### src/rtl/spi_cmd_unpacker.sv
// Unpacks 32-bit host command words from a standard-read FIFO into 16-bit SPI
// commands (low half first), substituting an idle filler and counting underruns.
module spi_cmd_unpacker #(
    parameter int unsigned CMDS_PER_FRAME = 35,
    parameter logic [15:0] IDLE_CMD       = 16'hFF00
) (
    input  logic        spi_clk,
    input  logic        fifo_reset,
    input  logic [31:0] fifo_dout,
    input  logic        fifo_empty,
    output logic        fifo_rden,
    input  logic        frame_start,
    input  logic        cmd_req,
    output logic [15:0] cmd_data,
    output logic        cmd_valid,
    output logic [5:0]  cmd_slot,
    output logic        underrun,
    output logic [15:0] underrun_count
);

    typedef enum logic [1:0] {FETCH, WAIT, HAVE_LO, HAVE_HI} state_t;

    localparam logic [5:0] LAST_SLOT = 6'(CMDS_PER_FRAME - 1);

    state_t      r_state;
    logic [31:0] r_word;
    logic [15:0] r_cmd_data;
    logic        r_cmd_valid;
    logic [5:0]  r_slot;
    logic        r_underrun;
    logic [15:0] r_underrun_count;
    logic        w_rden;

    // Reads are issued from FETCH, or on the request that consumes the high half.
    always_comb begin
        w_rden = 1'b0;
        if (!fifo_reset && !fifo_empty)
            w_rden = (r_state == FETCH) || (r_state == HAVE_HI && cmd_req);
    end

    always_ff @(posedge spi_clk or posedge fifo_reset) begin
        if (fifo_reset) begin
            r_state          <= FETCH;
            r_word           <= '0;
            r_cmd_data       <= IDLE_CMD;
            r_cmd_valid      <= 1'b0;
            r_slot           <= '0;
            r_underrun       <= 1'b0;
            r_underrun_count <= '0;
        end else begin
            case (r_state)
                FETCH: begin
                    if (!fifo_empty)
                        r_state <= WAIT;
                end
                WAIT: begin
                    r_word      <= fifo_dout;
                    r_cmd_data  <= fifo_dout[15:0];
                    r_cmd_valid <= 1'b1;
                    r_state     <= HAVE_LO;
                end
                HAVE_LO: begin
                    if (cmd_req) begin
                        r_cmd_data <= r_word[31:16];
                        r_state    <= HAVE_HI;
                    end
                end
                HAVE_HI: begin
                    if (cmd_req) begin
                        r_cmd_data  <= IDLE_CMD;
                        r_cmd_valid <= 1'b0;
                        r_state     <= fifo_empty ? FETCH : WAIT;
                    end
                end
                default: r_state <= FETCH;
            endcase

            if (cmd_req && !r_cmd_valid) begin
                r_underrun <= 1'b1;
                if (r_underrun_count != '1)
                    r_underrun_count <= r_underrun_count + 16'd1;
            end

            // A request coincident with frame_start occupies slot 0.
            if (frame_start)
                r_slot <= cmd_req ? 6'd1 : '0;
            else if (cmd_req)
                r_slot <= (r_slot == LAST_SLOT) ? '0 : r_slot + 6'd1;
        end
    end

    assign fifo_rden      = w_rden;
    assign cmd_data       = r_cmd_data;
    assign cmd_valid      = r_cmd_valid;
    assign cmd_slot       = r_slot;
    assign underrun       = r_underrun;
    assign underrun_count = r_underrun_count;

endmodule

### config.mk
export PLATFORM = sky130hd
export DESIGN_NAME = spi_cmd_unpacker
export DESIGN_NICKNAME = d
export VERILOG_FILES = /design/src/rtl/spi_cmd_unpacker.sv
export SDC_FILE = /design/constraint.sdc
export NUM_CORES = 1
export LEC_CHECK = 0
export BUFFER_PORTS_ARGS = -buffer_cell sky130_fd_sc_hd__buf_2
export CORE_ASPECT_RATIO = 0.6
export CORE_MARGIN = 3
export CORE_UTILIZATION = 50
export CTS_BUF_LIST = sky130_fd_sc_hd__clkbuf_16
export CTS_CLUSTER_DIAMETER = 60
export DETAILED_ROUTE_END_ITERATION = 7
export GPL_ROUTABILITY_DRIVEN = 0
export GPL_TIMING_DRIVEN = 0
export HOLD_SLACK_MARGIN = 0.03
export PLACE_DENSITY = 0.75
export SLEW_MARGIN = 40
export SYNTH_ARGS = -nofsm -noshare
export SYNTH_HDL_FRONTEND = slang
export SYNTH_SLANG_ARGS = --single-unit
### constraint.sdc
create_clock -name spi_clk -period 1.9 [get_ports spi_clk]
set_input_delay 0.19 -clock spi_clk [delete_from_list [all_inputs] [get_ports spi_clk]]
set_output_delay 0.19 -clock spi_clk [all_outputs]
set_load 0.005 [all_outputs]
==> results.env <==
ANTENNA-DIODE-COUNT=0
NUMBER_OF_ANTENNA_VIOLATIONS_AT_THE_FIRST_CHECK_IN_GLOBAL_ROUTING=0
CLOCK_TREE_FROM_TRITONCTS='done'
GRT_START_MAX_NET_PINS=41
FINALNETCOUNT=381
FIRST_GLOBAL_VIAS=2107
WORST_SKEW_PAIR.LATE_LATENCY_NS=0.32
SYNTH-WARNING-COUNT=0
HTREE_LEVELS=3
YS_ASYNC_SR_FRACTION_PCT=100
POST_SYNTH_INST_COUNT=244
MAX-VDD-IR-DROP_uV=972
YOSYS_MOST_USED_DFF='dfrtp_1'
SETUP.WORST_PATH.CLASS='flop to flop'
PLACEMENT_STAGE_CELL_AREA_UM2=3260
CAP_VIOLATIONS=0
CRIT_FANOUT=8
PRE_CTS_WORST_SETUP_SLACK_NS=-0.246
FINAL_CRITICAL_PATH_SETUP_SLACK_NS=0.0621
TIMING.CRITICAL_PATH.FROM_TYPE='flop'
PLACE.DETAILED.INSTANCES=388
RSZ0062_AT_GRT='no'
DIEAREA_UM2=6490
PLACE_HPWL_MM=4.54
TIGHTEST_PIN_TRANSITION_NS=0.572
PLACEMENTROWS=20
POST_SYNTH_MOST_FREQUENT_CELLS='50 x dfrtp_1, 19 x nand2_1, 18 x mux2_2'
FIN_CELLS=407
WIRELENGTH_PER_CELL_UM=16.0
ANTENNA_VIOLATING_NETS_POST_ROUTE=0
COUNT_OF_FLIP_FLOPS_WITH_A_BUILT_IN_ENABLE_AFTER_SYNTHESIS=0
GLOBAL_ROUTE.OVERFLOW_TOTAL=0
FINCLKSKEW_NS=0.00480
POST_SYNTH_INSTANCE_AREA_UM2=2770
DIE_HEIGHT_UM=63.6
CLOCK_TREE.BUFFER_DEPTH=2
MIN_PERIOD_OVER_PERIOD_PCT=96.7
POWER.DENSITY_CELL_AREA_nW_PER_UM2=1500
PERIOD_MINUS_SLACK_NS=1.84
REMAINING_DRC_ERRORS=0
F_MAX_GHz=0.544
TIMING.CRITICAL_PATH.ARRIVAL_NS=2.04
PROPORTION_OF_LAYOUT_CELLS_WITH_A_DRIVE_SUFFIX_ABOVE_1_PCT=38.7
POST_SYNTHESIS_NET_COUNT=289
YOSYSSEQAREASHARE_PCT=52.8
MIN_PATH_TYPE='primary input to flop'
GRT_FIRST_PASS_WIRELENGTH_MM=10.4
YOSYS.AREA.TOP_TYPE='dfrtp_1'
NUMPORTBUFFERS=77
RUN_STATUS='complete, no violations'
MAXSLEWHEADROOM_PCT=61.5
SYNTHDOMINANTCELLAREASHARE_PCT=45.2
INITIAL_CORE_UTIL_PCT=53.1
SYN_AREA_PER_CELL_UM2=11.3
CLOCK_TRANSITION_AT_THE_REGISTER_CLOCK_PINS_ON_THE_WORST_SETUP_AND_HOLD_PATHS_AFTER_CTS_NS=0.05
DESIGN.CORE.AREA_UM2=5200
DIE_X_UM=102
POSTLAYOUTCOREUTIL_PCT=68.4
VIAS=2235
CP-END-KIND='flop'
HOLD_VIOL=0
CP_DATA_REQUIRED_TIME_NS=2.10
POSTSYNTHREGISTERBITS=58
DESIGN_POWER_TOTAL_mW=5.34
DETAIL_ROUTE.ITER0.VIOLATIONS=113
CTS_ROOT_BUF='clkbuf_16'
ROUTED_WL_MM=6.50
SETUP_VIOLATIONS=0
POSTLAYOUTCELLAREA_UM2=3560
TIMING_MAX_TRANSITION_VIOLATIONS_FINAL=0
TOP_LEVEL_PORTS=78
TOTAL_LEAKAGE_POWER_nW=1.82
COUNT_OF_CELL_TYPES_IN_THE_NETLIST=42
YOSYSMOSTFREQUENTCELL='dfrtp_1'
AREAGROWTHSYNTHTOFINISH_PCT=28.6
GRT_UTIL_ALL_LAYERS_PCT=21.0
DETAIL_ROUTE.VIAS_PER_CELL=5.49
POST_SYNTH_MAIN_AREA_CONTRIBUTORS='dfrtp_1 45%, dfstp_2 7.6%, mux2_2 7.3%, xor2_1 3.8%, ha_1 3.6%'
CTS_BUFFERS=9
DRT_PRE_ANTENNA_ITERS=4
CTS.SINK_COUNT=58
[layer usage]
layer  GRT usage [%]  vias to the layer above  wire length, µm
met4            5.56                        0               14
met2            29.6                       75             2820
met1            30.1                     1085             3150
li1                -                     1073                -
met3            8.30                        2              512
met5               0                        -                0
[flip-flops by register name, summed over array words and instances, names as in the netlist]
signal	flops
r_state	2
cmd_data	16
cmd_slot	6
cmd_valid	1
underrun_count	16
underrun	1
r_word	16
[stage by stage]
stage                     TNS (ns)  hold WS [ns]
final                            0         0.101
after global routing             0         0.100
after floorplan                  0         0.256
after detailed placement     -2.62         0.166
after global placement      -25.01         0.422
after CTS                        0        0.0935
[report_power, final]
| group | internal, mW | switching, mW |
|---|---|---|
| logic | 0.948 | 0.947 |
| registers | 1.75 | 0.322 |
| clock network | 0.852 | 0.521 |
| total | 3.55 | 1.79 |
[cells by family (layout without fill, tap and decap cells)]
family | Yosys count | in the layout | share of synthesized area (%)
buffers and inverters | 16 | 113 | 2.22
XOR/XNOR | 13 | 13 | 4.12
AND/OR/NAND/NOR | 68 | 68 | 13.3
flip-flops | 58 | 58 | 52.8
adder cells (fa/ha/maj) | 8 | 8 | 3.62
multiplexers | 28 | 28 | 11.1
AO/OA/AOI/OAI | 53 | 53 | 12.8
[layout by cell type (no fill, tap or decap), types with 3 or more instances in the layout]
| master | Yosys | final |
|---|---|---|
| dfstp_2 | 8 | 8 |
| clkbuf_16 | 0 | 9 |
| buf_4 | 0 | 3 |
| inv_1 | 7 | 9 |
| buf_2 | 1 | 78 |
| dfrtp_1 | 50 | 48 |
| nor3_1 | 6 | 6 |
| a21oi_1 | 15 | 15 |
| mux2_2 | 18 | 18 |
| mux2i_1 | 9 | 9 |
| o21ai_0 | 12 | 11 |
| nand3_1 | 10 | 10 |
| a21o_1 | 10 | 10 |
| clkinv_2 | 0 | 3 |
| nand2_1 | 19 | 19 |
| clkbuf_1 | 6 | 4 |
| a22oi_1 | 6 | 6 |
| xor2_1 | 12 | 12 |
| nand4_1 | 3 | 3 |
| ha_1 | 8 | 7 |
| nor2_1 | 15 | 14 |
[layout make-up]
class,count,area (µm²)
buffer,7,32.5
clock buffer,9,225
clock inverter,7,30.0
fill,413,1650
inverter,8,32.5
multi-input combinational,170,1250
sequential,58,1460
tap,66,82.6
timing repair buffer,82,438
[worst max-delay path, stage by stage, from the launching register on]
cell and delay [ns]:
dfrtp_1 0.42, ha_1 0.22, nand3_1 0.17, o41ai_4 0.38
buf_4 0.23, mux2_4 0.30
[path summary, 6_finish.rpt]
| check | startpoint | end | slack (ns) | depth (start not counted) |
|---|---|---|---|---|
| worst max-delay path | underrun_count[0] | underrun_count[1] | 0.06 | 5 |
| worst min register to register | cmd_data[7] | cmd_data[7] | 0.47 | 2 |
| worst min-delay path | fifo_dout[29] | r_word[29] | 0.10 | 2 |
| max in group asynchronous | fifo_reset | underrun_count[1] | 1.00 | 4 |
| min in group asynchronous | fifo_reset | r_word[29] | 0.40 | 3 |
| worst max register to register | underrun_count[0] | underrun_count[1] | 0.06 | 5 |
[repair_timing]
item / in CTS / in global routing
hold buffers: 1 / 0
gates cloned: 0 / 0
hold endpoints to repair: 10 / 0
setup endpoints to repair: 12 / 25
resized for setup: 4 / 6
setup buffers: 0 / 3
pin swaps: 0 / 2
No activity file was read; power rests on OpenSTA's default activity.
